### src/rtl/segment_scroll_display.sv
// Two-digit active-low 7-segment scroller over a 4-character ASCII word.
// Ports: i_Clk, i_Rst_n, i_Character[31:0], i_Load, i_Hold -> o_Segment1/2[6:0], o_Wrap, o_Active.
// Optional macro SEG_CHANGE_LOAD_EN: reload whenever i_Character differs from the held buffer.
module segment_scroll_display #(
  parameter int SCROLL_TICKS = 25000000
) (
  input  logic        i_Clk,
  input  logic        i_Rst_n,
  input  logic [31:0] i_Character,
  input  logic        i_Load,
  input  logic        i_Hold,
  output logic [6:0]  o_Segment1,
  output logic [6:0]  o_Segment2,
  output logic        o_Wrap,
  output logic        o_Active
);

  localparam int CW = (SCROLL_TICKS > 2) ? $clog2(SCROLL_TICKS) : 1;
  localparam logic [CW-1:0] TERM = CW'(SCROLL_TICKS - 1);
  localparam logic [6:0] BLANK = 7'h7F;

  typedef enum logic {
    S_IDLE,
    S_SHOW
  } state_e;

  state_e        state_q, state_d;
  logic [31:0]   buf_q, buf_d;
  logic [1:0]    pos_q, pos_d;
  logic [CW-1:0] cnt_q, cnt_d;
  logic          wev_q, wev_d;
  logic [6:0]    seg1_q, seg1_d;
  logic [6:0]    seg2_q, seg2_d;
  logic          wrap_q, wrap_d;
  logic          act_q, act_d;

  logic          load;
  logic [1:0]    idx1, idx2;

  function automatic logic [7:0] char_at(
    input logic [31:0] w,
    input logic [1:0]  i
  );
    logic [7:0] c;
    c = 8'h20;
    unique case (i)
      2'd3: c = w[31:24];
      2'd2: c = w[23:16];
      2'd1: c = w[15:8];
      2'd0: c = w[7:0];
      default: c = 8'h20;
    endcase
    return c;
  endfunction

  function automatic logic [6:0] glyph(
    input logic [7:0] c
  );
    logic [6:0] g;
    g = 7'h3F;
    case (c)
      8'h30: g = 7'h40;
      8'h31: g = 7'h79;
      8'h32: g = 7'h24;
      8'h33: g = 7'h30;
      8'h34: g = 7'h19;
      8'h35: g = 7'h12;
      8'h36: g = 7'h02;
      8'h37: g = 7'h78;
      8'h38: g = 7'h00;
      8'h39: g = 7'h10;
      8'h41: g = 7'h08;
      8'h42: g = 7'h03;
      8'h43: g = 7'h46;
      8'h44: g = 7'h21;
      8'h45: g = 7'h06;
      8'h46: g = 7'h0E;
      8'h20: g = 7'h7F;
      default: g = 7'h3F;
    endcase
    return g;
  endfunction

`ifdef SEG_CHANGE_LOAD_EN
  // Equal word never reloads, so a steady upstream does not restart the scroll.
  assign load = i_Load | (i_Character != buf_q);
`else
  assign load = i_Load;
`endif

  always_comb begin
    state_d = state_q;
    buf_d   = buf_q;
    pos_d   = pos_q;
    cnt_d   = cnt_q;
    wev_d   = 1'b0;
    unique case (state_q)
      S_IDLE: begin
        if (load) begin
          buf_d   = i_Character;
          pos_d   = 2'd0;
          cnt_d   = '0;
          state_d = S_SHOW;
        end
      end
      S_SHOW: begin
        // Load beats terminal count: restart from position 0, no wrap.
        if (load) begin
          buf_d = i_Character;
          pos_d = 2'd0;
          cnt_d = '0;
        end else if (!i_Hold) begin
          if (cnt_q == TERM) begin
            cnt_d = '0;
            pos_d = pos_q + 2'd1;
            wev_d = (pos_q == 2'd3);
          end else begin
            cnt_d = cnt_q + CW'(1);
          end
        end
      end
      default: state_d = S_IDLE;
    endcase
  end

  // 2-bit arithmetic gives the circular window for free.
  assign idx1 = 2'd3 - pos_q;
  assign idx2 = 2'd3 - (pos_q + 2'd1);

  always_comb begin
    seg1_d = BLANK;
    seg2_d = BLANK;
    act_d  = 1'b0;
    wrap_d = wev_q;
    if (state_q == S_SHOW) begin
      seg1_d = glyph(char_at(buf_q, idx1));
      seg2_d = glyph(char_at(buf_q, idx2));
      act_d  = 1'b1;
    end
  end

  always_ff @(posedge i_Clk or negedge i_Rst_n) begin
    if (!i_Rst_n) begin
      state_q <= S_IDLE;
      buf_q   <= 32'h20202020;
      pos_q   <= 2'd0;
      cnt_q   <= '0;
      wev_q   <= 1'b0;
      seg1_q  <= BLANK;
      seg2_q  <= BLANK;
      wrap_q  <= 1'b0;
      act_q   <= 1'b0;
    end else begin
      state_q <= state_d;
      buf_q   <= buf_d;
      pos_q   <= pos_d;
      cnt_q   <= cnt_d;
      wev_q   <= wev_d;
      seg1_q  <= seg1_d;
      seg2_q  <= seg2_d;
      wrap_q  <= wrap_d;
      act_q   <= act_d;
    end
  end

  assign o_Segment1 = seg1_q;
  assign o_Segment2 = seg2_q;
  assign o_Wrap     = wrap_q;
  assign o_Active   = act_q;

endmodule

### config.mk
export PLATFORM = sky130hd
export DESIGN_NAME = segment_scroll_display
export DESIGN_NICKNAME = d
export VERILOG_FILES = /design/src/rtl/segment_scroll_display.sv
export SDC_FILE = /design/constraint.sdc
export NUM_CORES = 1
export LEC_CHECK = 0
export CAP_MARGIN = 20
export CORE_AREA = 4 4 94 96
export CTS_CLUSTER_DIAMETER = 100
export DETAILED_ROUTE_END_ITERATION = 7
export DIE_AREA = 0 0 98 100
export PLACE_DENSITY = 0.83
export SLEW_MARGIN = 20
export SYNTH_ARGS = -nofsm -noshare
export SYNTH_HDL_FRONTEND = slang
export SYNTH_SLANG_ARGS = --single-unit
### constraint.sdc
create_clock -name i_Clk -period 3.95 [get_ports i_Clk]
set_clock_uncertainty 0.2 [all_clocks]
set_input_delay 0.79 -clock i_Clk [delete_from_list [all_inputs] [get_ports i_Clk]]
set_output_delay 0.79 -clock i_Clk [all_outputs]
set_load 0.02 [all_outputs]
# Word-level counts from Yosys, hierarchy flattened
# Index checks and enable logic that the tools add are counted.
# totals
register_bits	77
inputBits	36
output_inout_bits	16
wordCells	89
# op_classes
n_addsub	4
n_eq_ne	45
n_mux	26
bitwise	1
reduce_logical	4
# op_table
cell	n
7-bit one-hot mux with 17 select lines	2
8-bit by 6-bit equality test with 1-bit output, second input constant	22
25-bit two-way mux	4
8-bit by 7-bit equality test with 1-bit output, second input constant	12
8-bit one-hot mux with 4 select lines	2
25-bit one-hot mux with 2 select lines	1
32-bit two-way mux	1
25-bit by 1-bit adder with 25-bit output, second input constant	1
25-bit equality test, second input constant	1
8-bit two-way mux	2
7-bit two-way mux	2
2-bit equality test, second input constant	5
2-bit two-way mux	4
1-bit two-way mux	7
2-bit by 1-bit equality test with 1-bit output, second input constant	2
2-bit logical NOT	2
2-bit one-hot mux with 2 select lines	1
2-bit subtractor, first input constant	2
3-bit by 2-bit inequality test with 1-bit output, second input constant	1
3-bit inequality test, second input constant	1
3-bit AND reduction	1
2-bit by 1-bit adder with 2-bit output, second input constant	1
2-bit inequality test, second input constant	1
2-bit AND reduction	1
1-bit NOT	1

# Logic depth before layout (Yosys ltp)
# depth
depth_word	8
mapped_depth	11
depth_no_buf	8

# Worst setup path after synthesis
# No wires, ideal clock.
# synth_path
kind	reg2reg
from	register pos_q[1]
to	register seg2_q[0], in the netlist o_Segment2[0]
t_arrival_ns	2.228
path_slack_ns	1.422
stages_incl_launch_ff	10
path_buffers	1
period_less_slack_ns	2.528
path_cell_list	dfrtp_1 -> inv_1 -> ha_1 -> buf_6 -> a222oi_1 -> or3b_1 -> a21o_1 -> nand2b_4 -> a221oi_2 -> nand4_1
# synth_via
elab_chain_len	8
elab_cells_between_ends	27
classes_between	add/sub: 2; eq/ne: 20; mux: 4; reduce/logical: 1
# synth_rtl
item	line_no	text
from (decl)	29	logic [1:0] pos_q, pos_d;
from (signal assigned)	156	pos_q <= pos_d;
2-bit by 1-bit adder with 2-bit output *	128	assign idx2 = 2'd3 - (pos_q + 2'd1);
2-bit subtractor *	128	
2-bit by 1-bit equality test with 1-bit output (tied with other cells)	46	unique case (i)
8-bit one-hot mux with 4 select lines *	46	
8-bit two-way mux *	135	if (state_q == S_SHOW) begin
8-bit by 6-bit equality test with 1-bit output or 8-bit by 7-bit equality test with 1-bit output (tied branches)	61	case (c)
7-bit one-hot mux with 17 select lines *	61	
7-bit two-way mux *	135	
named net seg2_d[0]	33	logic [6:0] seg2_q, seg2_d;
to (signal assigned)	160	seg2_q <= seg2_d;
to (decl)	33	
# The timed path passes the listed nets; every way through them passes the cells marked *. The select of a mux whose other input is x is not followed.
# A chain may end at the register's enable or synchronous reset.

# Worst setup path in the final report
# layout_path
from	register pos_q[0]
to	register seg1_q[5], in the netlist o_Segment1[5]
# layout_via
elab_chain_len	7
elab_cells_between_ends	26
classes_between	add/sub: 1; eq/ne: 20; mux: 4; reduce/logical: 1
# layout_rtl
item	line_no	text
2-bit subtractor *	127	assign idx1 = 2'd3 - pos_q;
2-bit by 1-bit equality test with 1-bit output (tied with other cells)	46	
8-bit one-hot mux with 4 select lines *	46	
8-bit two-way mux *	135	
8-bit by 6-bit equality test with 1-bit output or 8-bit by 7-bit equality test with 1-bit output (tied branches)	61	
7-bit one-hot mux with 17 select lines *	61	
7-bit two-way mux *	135	
named net seg1_d[5]	32	logic [6:0] seg1_q, seg1_d;
to (signal assigned)	159	seg1_q <= seg1_d;
to (decl)	32	
# Marks and branches as above.

==> results.md <==
- The flow ran to the end, and the final reports show no timing, DRC or antenna violations.
- Dividing the detail-routed via count by the number of cells gives 6.30.
- The minimum setup slack among reg-to-reg paths is 0.65 ns.
- The worst register-to-register path has a depth of 8.
- For this design the top-level I/O count stands at 52.
- After synthesis, the mean cell area works out to 9.94 µm².
- The netlist uses 63 different library cells.
- For this run, asynchronously set or reset flops after synthesis account for 100%.
- Before antenna repair, the detailed router went through 5 iterations.
- The CTS sink count is 77.
- The number of cells on the worst hold path is 0.
- The summed negative setup slack over all endpoints is 0 ns.
- Sorting the synthesized cells by area gives the leading types as sky130_fd_sc_hd__dfrtp_1 34%, sky130_fd_sc_hd__dfstp_2 11%, sky130_fd_sc_hd__mux2_2 7.3%.
- The endpoint identified for the worst register-to-register timing path is o_Segment1[5].
- The initial core utilization is 53.3%.
- Clock-pin slew was measured on the worst setup and hold paths at 0.08 ns.
- In this run the worst path has a maximum fanout of 16.
- Headroom to the max-slew limit came out at 40.3%.
- The largest net degree at the start of global routing is 46.
- Timing analysis after detailed placement gives a worst setup slack of 0.766 ns.
- Setup repair after global routing left no endpoint under its margin.
- Setup violations remaining at the end of the flow were counted as 0.
- The mean routed wirelength per cell is 17.0 µm.
- Across the run, the number of max-cap violations was 0.
- The maximum count of clock buffers along a single path is 2.
- In this run, CTS created clock tree buffers numbering 9.
- The number of hold buffers added after cts is 0.
- The number of antenna violations at the first check in global routing is 0.
- The area growth from synthesis to layout is 18.2%.
- The core region is 8050 µm².
- The detail route stage leaves a number of antenna-violating nets equal to 0.
- The sort of element at the start of the critical path is a flop.
- Global routing used 4.31% of the available met3 tracks.
- The final standard cell count with taps included and fillers excluded is 587.
- For this run the aggregate overflow at the end of global routing stands at 0.
- The share of final-layout standard cells stronger than drive strength 1 is 16.0%.
- Data arrives at the worst endpoint at 3.39 ns.
- Port buffering added 51 buffers.
- The met2 track utilization from global routing is 34.0%.
- Derived from the worst setup path, the maximum achievable clock frequency is 0.303 GHz.
- The wire length of the first global-routing pass is 16600 µm.
- The number of synthesized flops with an enable pin is 0.
- The post-route worst hold slack is 0.156 ns.
- The slew at the pin closest to its max-slew limit is 0.871 ns.
- The most common cell in the synthesized netlist is sky130_fd_sc_hd__dfrtp_1.
- The minimum period implied by the final worst setup slack is 3.30 ns.
- The final wirelength is 9990 µm.
- Data on the critical path is required at its endpoint by 4.03 ns.
- The number of gates resized after CTS is 0.
- The total standard cell area after synthesis is 4290 µm².
- The die area is 9800 µm².
- The synthesized instance count is 432.
- The startpoint identified for the worst register-to-register timing path is pos_q[0].
- Detailed routing inserted a total of 3696 vias.
- Counting flops and latches in the post-synthesis netlist gives 77.
- In the global route stage, met1 resource usage came out at 27.4%.
- The H-tree was split into 3 levels.
- By count the netlist is led by 59 x sky130_fd_sc_hd__dfrtp_1, 42 x sky130_fd_sc_hd__nand2_1, 30 x sky130_fd_sc_hd__o21ai_0.
- For hold timing, the worst endpoint is o_Wrap.
- Summed over all cells, the static leakage comes to 2.04 nW.
- The congestion estimate from routability-driven global placement came to 0.875.
- The post-route worst setup slack is 0.649 ns.
- Detailed placement ended at an HPWL of 7240 µm.
- In this run the power density over the cells is 458 nW/µm².
- The ratio of final minimum period to clock period is 83.6%.
- Clock tree synthesis selected as its root buffer the cell sky130_fd_sc_hd__clkbuf_8.
- For this run, the post-layout net count is 520.
- The final core utilization is 63.0%.
- After detailed routing, the number of remaining DRC violations is 0.
- Among all stages on the critical path, the largest delay is contributed by sky130_fd_sc_hd__mux2i_1.
- VDD sags by at most 0.207 mV.
- The all-layer global routing usage is 20.8%.
- After filler insertion, the fill cell instance count of the layout stands at 654.
- The layer flagged by global routing as most heavily used is met2.
- The maximum cell stage delay along the critical path is 0.72 ns.
- After synthesis, flip-flops and latches occupy 45.4% of the total area.
- The number of max-slew violations in the final report is 0.
- The count of antenna diodes in the layout is 0.
- The number of global-route vias before repair is 3482.
- The total setup buffers inserted after CTS is 0.
- Row generation in the floorplan step produced 33 rows.
- The Yosys step of the flow raised 0 warnings.
- The initial detailed-routing violation count is 404.
- The width of the die is 98 µm.
- The launch point of the worst hold path is wev_q.
- The worst hold path belongs to the class flop to flop.
- When the netlist entered floorplanning its net count stood at 475.
- The insertion delay to the later sink of the worst-skew pair is 0.36 ns.
- The leading register cell type out of synthesis is sky130_fd_sc_hd__dfrtp_1.
- The dominant cell type by area after synthesis is sky130_fd_sc_hd__dfrtp_1.
- TritonCTS built the clock tree.
- The synthesized design devotes to its leading area cell type 34.4% of total area.
- The floorplan step set the die height to 100 µm.
- The number of failing hold endpoints at the final stage was 0.
- The nature of the critical path endpoint is a flop.
- Walking the worst path, the cells encountered are inv_1 > ha_1 > a222oi_1 > mux2i_1 > nor2_1 > a31oi_1 > and2_1 > nand3_1.
- The critical path class is flop to flop.
- The total instance count after detailed placement is 571.
==> metal layers <==
layer,share of wire (%),up-vias
met2,48,168
met3,7.0,19
li1,-,1722
met4,1.9,0
met1,43,1787
met5,0,-
==> per-stage QoR <==
step / instance area, µm² / power [W]
detailed placement: 4850 / 0.00165
finish: 5070 / 0.00232
global route: 5070 / 0.00244
floorplan: 4290 / 0.00144
global placement: 4850 / 0.00163
CTS: 5070 / 0.00233
==> cell type report <==
| class | count | area (µm²) | area share, % |
|---|---|---|---|
| clock buffers | 12 | 155 | 3.06 |
| clock inverters | 4 | 70.1 | 1.38 |
| inverters | 13 | 48.8 | 0.962 |
| multi-input cells | 320 | 2160 | 42.7 |
| flip-flops and latches | 77 | 1950 | 38.4 |
| well taps | 105 | 131 | 2.59 |
| repair buffers | 56 | 556 | 10.9 |
==> worst max path at each step <==
| stage | slack (ns) | startpoint | to |
|---|---|---|---|
| 2_1_floorplan | 1.42 | pos_q[1] | o_Segment2[0] |
| 3_3_place_gp | 0.88 | pos_q[0] | o_Segment1[6] |
| 3_5_place_dp | 0.77 | pos_q[0] | o_Segment1[6] |
| 4_1_cts | 0.72 | pos_q[0] | o_Segment1[5] |
| 5_1_grt | 0.33 | pos_q[0] | o_Segment1[5] |
| 6_report | 0.65 | pos_q[0] | o_Segment1[5] |
==> worst max-delay path, delay by kind of cell (launching register included) <==
family / cells / cell delay, ns
multiplexers: 1 / 0.72
AO/OA/AOI/OAI: 2 / 0.63
adder cells (fa/ha/maj): 1 / 0.57
AND/OR/NAND/NOR: 3 / 0.54
flip-flops: 1 / 0.42
buffers and inverters: 1 / 0.16
==> cell usage in the layout (no fill, tap or decap), types with 5 or more instances in the layout <==
cell                              count
sky130_fd_sc_hd__a21oi_1             11
sky130_fd_sc_hd__a222oi_1            11
sky130_fd_sc_hd__a31oi_1              7
sky130_fd_sc_hd__a32oi_1              5
sky130_fd_sc_hd__and2_1               6
sky130_fd_sc_hd__and3_1               9
sky130_fd_sc_hd__clkbuf_8            11
sky130_fd_sc_hd__clkdlybuf4s50_1     50
sky130_fd_sc_hd__dfrtp_1             59
sky130_fd_sc_hd__dfstp_2             18
sky130_fd_sc_hd__ha_1                 7
sky130_fd_sc_hd__inv_1               12
sky130_fd_sc_hd__mux2_2              28
sky130_fd_sc_hd__mux2i_1             10
sky130_fd_sc_hd__nand2_1             42
sky130_fd_sc_hd__nand3_1             20
sky130_fd_sc_hd__nand4_1             15
sky130_fd_sc_hd__nor2_1              29
sky130_fd_sc_hd__o21ai_0             30
sky130_fd_sc_hd__o21ai_1             15
sky130_fd_sc_hd__xor2_1               7
==> report_power, final <==
| group | internal, W | switching, W | leakage, nW |
|---|---|---|---|
| registers | 0.000893 | 0.0000412 | 0.939 |
| logic | 0.000298 | 0.000421 | 0.984 |
| clock network | 0.000388 | 0.000283 | 0.116 |
| total | 0.00158 | 0.000745 | 2.04 |
==> kinds of logic after synthesis <==
logic type / synth area share [%]
buf+inv: 4.20
simple gates: 18.4
compound gates: 18.4
xor+xnor: 1.84
fa+ha+maj: 2.04
mux: 9.67
flops: 45.4
==> flip-flops by register name (all words and copies together) (netlist names) <==
signal      flops
o_Active        1
cnt_q          25
wev_q           1
o_Segment2      7
o_Segment1      7
pos_q           2
state_q         1
o_Wrap          1
buf_q          32
No activity file was read; power rests on OpenSTA's default activity.
